`config.mk`:
```
export PLATFORM = sky130hd
export DESIGN_NAME = ccsm_input_conditioner
export DESIGN_NICKNAME = d
export VERILOG_FILES = /design/src/rtl/ccsm_pkg.sv /design/src/rtl/ccsm_debounce_ch.sv /design/src/rtl/ccsm_input_conditioner.sv
export SDC_FILE = /design/constraint.sdc
export NUM_CORES = 1
export LEC_CHECK = 0
export ABC_AREA = 1
export ABC_CLOCK_PERIOD_IN_PS = 1560
export CAP_MARGIN = 10
export CORE_MARGIN = 2
export CORE_UTILIZATION = 50
export CTS_BUF_LIST = sky130_fd_sc_hd__clkbuf_4 sky130_fd_sc_hd__clkbuf_8
export CTS_CLUSTER_SIZE = 14
export DETAILED_ROUTE_END_ITERATION = 12
export PLACE_DENSITY = 0.71
export SETUP_SLACK_MARGIN = 0.4
export SYNTH_ARGS = -nofsm -noshare
export SYNTH_HDL_FRONTEND = slang
export SYNTH_SLANG_ARGS = --single-unit
```
`constraint.sdc`:
```
create_clock -name clk -period 1.56 [get_ports clk]
set_input_delay 0.156 -clock clk [delete_from_list [all_inputs] [get_ports clk]]
set_output_delay 0.156 -clock clk [all_outputs]
set_load 0.02 [all_outputs]
```
`src/rtl/ccsm_pkg.sv`:
```
// Shared types and default sizing for the ccsm input conditioner.
package ccsm_pkg;

  // Per-channel debounce state.
  typedef enum logic {STABLE, PENDING} deb_state_e;

  localparam int unsigned CCSM_N_IN            = 3;
  localparam int unsigned CCSM_SYNC_STAGES     = 2;
  localparam int unsigned CCSM_DEBOUNCE_CYCLES = 16;

endpackage

```
`src/rtl/ccsm_debounce_ch.sv`:
```
// One input channel: synchroniser chain, debounce FSM with persistence counter,
// and registered rise/fall strobes.
module ccsm_debounce_ch
  import ccsm_pkg::*;
#(
  parameter int unsigned SYNC_STAGES     = CCSM_SYNC_STAGES,
  parameter int unsigned DEBOUNCE_CYCLES = CCSM_DEBOUNCE_CYCLES
) (
  input  logic clk,
  input  logic rst_n,
  input  logic raw,
  output logic clean,
  output logic rise,
  output logic fall,
  output logic accept   // clean will change on the next rising edge
);

  localparam int unsigned CNT_W = $clog2(DEBOUNCE_CYCLES + 1);
  localparam logic [CNT_W-1:0] CNT_MAX = CNT_W'(DEBOUNCE_CYCLES - 1);

  logic [SYNC_STAGES-1:0] sync_q;
  logic                   s;
  deb_state_e             state_q;
  logic [CNT_W-1:0]       cnt_q;
  logic                   clean_q;
  logic                   rise_q;
  logic                   fall_q;

  assign s = sync_q[SYNC_STAGES-1];

  // Shift the raw level through the synchroniser chain.
  always_ff @(posedge clk) begin
    if (!rst_n) begin
      sync_q <= '0;
    end else begin
      sync_q <= {sync_q[SYNC_STAGES-2:0], raw};
    end
  end

  // Decide whether the synchronised level has persisted long enough to be taken.
  always_comb begin
    accept = 1'b0;
    if (s != clean_q) begin
      if (state_q == STABLE) begin
        accept = (DEBOUNCE_CYCLES == 1);
      end else begin
        accept = (cnt_q == CNT_MAX);
      end
    end
  end

  // Debounce FSM, counter, clean level and one-cycle strobes.
  always_ff @(posedge clk) begin
    if (!rst_n) begin
      state_q <= STABLE;
      cnt_q   <= '0;
      clean_q <= 1'b0;
      rise_q  <= 1'b0;
      fall_q  <= 1'b0;
    end else begin
      rise_q <= 1'b0;
      fall_q <= 1'b0;
      if (accept) begin
        clean_q <= s;
        rise_q  <= s;
        fall_q  <= ~s;
        cnt_q   <= '0;
        state_q <= STABLE;
      end else begin
        unique case (state_q)
          STABLE: begin
            if (s != clean_q) begin
              state_q <= PENDING;
              cnt_q   <= CNT_W'(1);
            end
          end
          PENDING: begin
            if (s == clean_q) begin
              // Bounce back to the accepted level: drop the candidate.
              state_q <= STABLE;
              cnt_q   <= '0;
            end else begin
              cnt_q <= cnt_q + CNT_W'(1);
            end
          end
        endcase
      end
    end
  end

  assign clean = clean_q;
  assign rise  = rise_q;
  assign fall  = fall_q;

endmodule

```
`src/rtl/ccsm_input_conditioner.sv`:
```
// Front end for the ccsm logic block: synchronises and debounces N_IN raw
// inputs and reports per-bit edges plus a single "something changed" pulse.
module ccsm_input_conditioner
  import ccsm_pkg::*;
#(
  parameter int unsigned N_IN            = CCSM_N_IN,
  parameter int unsigned SYNC_STAGES     = CCSM_SYNC_STAGES,
  parameter int unsigned DEBOUNCE_CYCLES = CCSM_DEBOUNCE_CYCLES
) (
  input  logic            clk,
  input  logic            rst_n,
  input  logic [N_IN-1:0] sw_raw,
  output logic [N_IN-1:0] sw_clean,
  output logic [N_IN-1:0] sw_rise,
  output logic [N_IN-1:0] sw_fall,
  output logic            upd
);

  logic [N_IN-1:0] accept;
  logic            upd_q;

  for (genvar i = 0; i < N_IN; i++) begin : g_ch
    ccsm_debounce_ch #(
      .SYNC_STAGES    (SYNC_STAGES),
      .DEBOUNCE_CYCLES(DEBOUNCE_CYCLES)
    ) u_ch (
      .clk   (clk),
      .rst_n (rst_n),
      .raw   (sw_raw[i]),
      .clean (sw_clean[i]),
      .rise  (sw_rise[i]),
      .fall  (sw_fall[i]),
      .accept(accept[i])
    );
  end

  // Registered so it lines up with the channel strobes rather than ORing them.
  always_ff @(posedge clk) begin
    if (!rst_n) begin
      upd_q <= 1'b0;
    end else begin
      upd_q <= |accept;
    end
  end

  assign upd = upd_q;

endmodule

```
==> impl_results.md <==
* Area after DPL at 1836 um2
* Hpwl dp at 2194 um
* Largest family of logic cells by synthesized area: simple AND/OR/NAND/NOR gates
* Status: completed
* Final nets at 251
* Die area at about 3700 um2
* Slowest-stage cell, CP: dfxtp_2
* Final setup violation count at 0
* CTS H-Tree Depth at 2
* Initial Util at ~53%
* Worst skew pair latency at around 340 ps
* Layout cells sized above 1 at 37.50%
* Maximum fanout along the worst path at 5
* CTS Buffer Depth at 2
* Post-Place Setup Slack at approximately 160 ps
* Worst-margin pin slew at 413.1 ps
* Adder-cell share of the synthesized area at approximately 4.6%
* Nature of the critical path endpoint: flip-flop
* Final WS setup at ~170 ps
* Total power at 1.438 mW
* Tcrit/Tclk final at between 80% and 90%
* Max Slew Vio Count at 0
* Flip-flop and latch area at about 700 um2
* Mean Syn Cell Area at approximately 7.5 um2
* # diodes at 0
* Slew margin rel. at about 72%
* Peak VDD IR at between 500 and 600 uV
* RSZ-0062 raised after global routing: true
* Hold_buf cts at 0
* Fin Clk Skew at approximately 7 ps
* Crit path cell chain: ha_4, nand2_2, nor2_2, ha_2, nand2_4, o21ai_4, nor2_1
* Routability cong. at about 0.77
* Worst Hold Class: in -> reg
* Post-synth cell types at 23
* Largest net degree at the start of global routing at 11
* Fin. Hold Viols at 0
* WP data required at approximately 1800 ps
* Number of DRC markers in iteration 0 at between 70 and 80
* TritonRoute pass-1 iters at 4
* CTS sink count at 34
* Horiz. Die Dim at ~60 um
* Syn Inst Count at 218
* Antenna violations before repair at 0
* Max Cap Viol at 0
* Vias per inst at about 4.8
* Post-synthesis mux area share at 0%
* PwrDens at roughly 690 nW/um2
* Warnings from Yosys at 0
* Fmax at slightly above 700 MHz
* Xor/xnor cell area share of the yosys netlist at around 1.6%
* Compound-Gate Fraction of Synth Area at approximately 8.4%
* Via Count at around 1,400
* Fillers at between 200 and 300
* Vias in the first global route at 1,298
* Post-synth top area share at a little over two fifths
* Synthesized cell area at ~1600 um2
* Lkg Pwr at between 0.9 and 1 nW
* Core area at around 3000 um2
* Net Count, Synth at 229
* CP arrival at around 1600 ps
* Routed WL at ~3200 um
* Sequential area share after synthesis at a little over two fifths
* Num rows at 20
* Port bufs at 14
* Drt drc at 0
* Setup crit start kind: flip-flop
* Largest cells by area after synthesis: dfxtp_1, nand2_1, inv_1
* CP peak stage delay at between 300 and 400 ps
* Routed len/inst at 11.19 um
* Simple-gate share of the synthesized area at a little under a third
* Clock Pin Slew Worst Setup and Hold Paths at around 90 ps
* TritonCTS clock tree: built
* Final core occ at slightly below 70%
* Fin Setup TNS at 0 ps
* Crit path time final at ~1400 ps
* Synthesized flop and latch total at 34
* Synth-to-Final Area Change at 27.74%
* Multi-input gate area at between 900 and 1000 um2
* First-pass GRT wire length at 5299 um
* Kind of critical path: reg -> reg
* Remaining global-route overflow at 0
* Clk Tree Root Cell: clkbuf_4
* Final instance area at about 2100 um2
* I/O Pins at 15
* Die Ht at just over 60 um
* Total GRT Usage at between 10% and 20%
* CTS buffer count at 5
* Detail Route Antenna Nets at 0
* Synth area leader: dfxtp_1
-- repair_timing --
| item | 4_1_cts | 5_1_grt |
|---|---|---|
| gates cloned | 0 | 0 |
| endpoints found under the setup margin | 38 | 38 |
| setup buffers | 10 | 1 |
| pin swaps | 15 | 8 |
| resized for setup | 34 | 35 |
-- final cells by class --
| class | count | area share (%) |
|---|---|---|
| inverters | 36 | 6.839 |
| clock buffers | 5 | 1.800 |
| repair buffers | 27 | 10.56 |
| clock inverters | 2 | 0.4799 |
| multi-input cells | 136 | 44.09 |
| flip-flops and latches | 34 | 33.59 |
| well taps | 44 | 2.639 |
-- report_power, final --
part | internal [mW] | leakage, nW | switching, mW
logic | 0.0385 | 0.666 | 0.0558
clock network | 0.162 | 0.0308 | 0.287
registers | 0.878 | 0.281 | 0.0176
-- synth_stat cells --
cell type / count
nand2_4: 3
inv_1: 30
nand4_1: 3
nand3_4: 1
dfxtp_1: 34
o21ai_2: 1
o21ai_0: 8
nor2_1: 14
buf_4: 10
nand3_1: 17
a21oi_1: 6
nor2_2: 3
nand2_1: 57
ha_1: 6
buf_2: 2
clkinv_1: 1
nand2_2: 3
xor2_1: 3
nand3b_1: 3
a21oi_2: 6
o21ai_1: 1
inv_2: 5
nand4_2: 1
-- layout by cell type (no fill, tap or decap), types with 4 or more instances in the layout --
master           instances
clkdlybuf4s50_1          4
nor2_1                  10
nor2_2                   5
ha_4                     4
dfxtp_2                  7
nand2_4                  8
nand2_1                 49
dfxtp_1                 24
o21ai_0                  6
a21oi_2                  8
clkbuf_4                 5
nand2_2                  6
inv_2                    8
buf_4                   11
inv_1                   26
nand3_1                 14
clkdlybuf4s15_1          5
-- worst max-delay path, delay by kind of cell, from the launching register on --
kind            cells  cell delay [ps]
fa+ha+maj           2              380
compound gates      1              230
flops               1              370
simple gates        4              310
-- routing by layer --
metal  track usage, %  vias up  wire length (um)
met3            5.042        9               142
li1                 -      713                 -
met2            32.67       27              1604
met4            12.42        0                89
met5                0        -                 0
met1            22.11      602              1341
-- registers in the layout, summed over array words and instances, names as in the netlist --
signal and flops:
upd 1, g_ch.u_ch.cnt_q 15, g_ch.u_ch.state_q 3, g_ch.u_ch.clean 3
g_ch.u_ch.rise 3, g_ch.u_ch.fall 3, g_ch.u_ch.sync_q 6
-- kinds of logic after synthesis --
family | count (synthesis)
AND/OR/NAND/NOR | 105
buffers and inverters | 48
AO/OA/AOI/OAI | 22
flip-flops | 34
XOR/XNOR | 3
adder cells (fa/ha/maj) | 6
-- path summary, 6_finish.rpt --
check | start | end | slack (ps) | cells past startpoint
worst max-delay path | g_ch[0].u_ch.cnt_q[0] | g_ch[0].u_ch.cnt_q[0] | 170 | 7
worst min-delay path | sw_raw[1] | g_ch[1].u_ch.sync_q[0] | 340 | 3
worst max register to register | g_ch[0].u_ch.cnt_q[0] | g_ch[0].u_ch.cnt_q[0] | 170 | 7
worst min register to register | g_ch[1].u_ch.sync_q[0] | g_ch[1].u_ch.sync_q[1] | 420 | 2
-- per-stage QoR --
step / hold slack (ps) / instances
finish: 342.2 / 284
global route: 356.5 / 284
CTS: 341.6 / 283
detailed placement: 401.5 / 266
global placement: 394.8 / 266
floorplan: 253.6 / 218
Power figures use the tool's default switching activity.
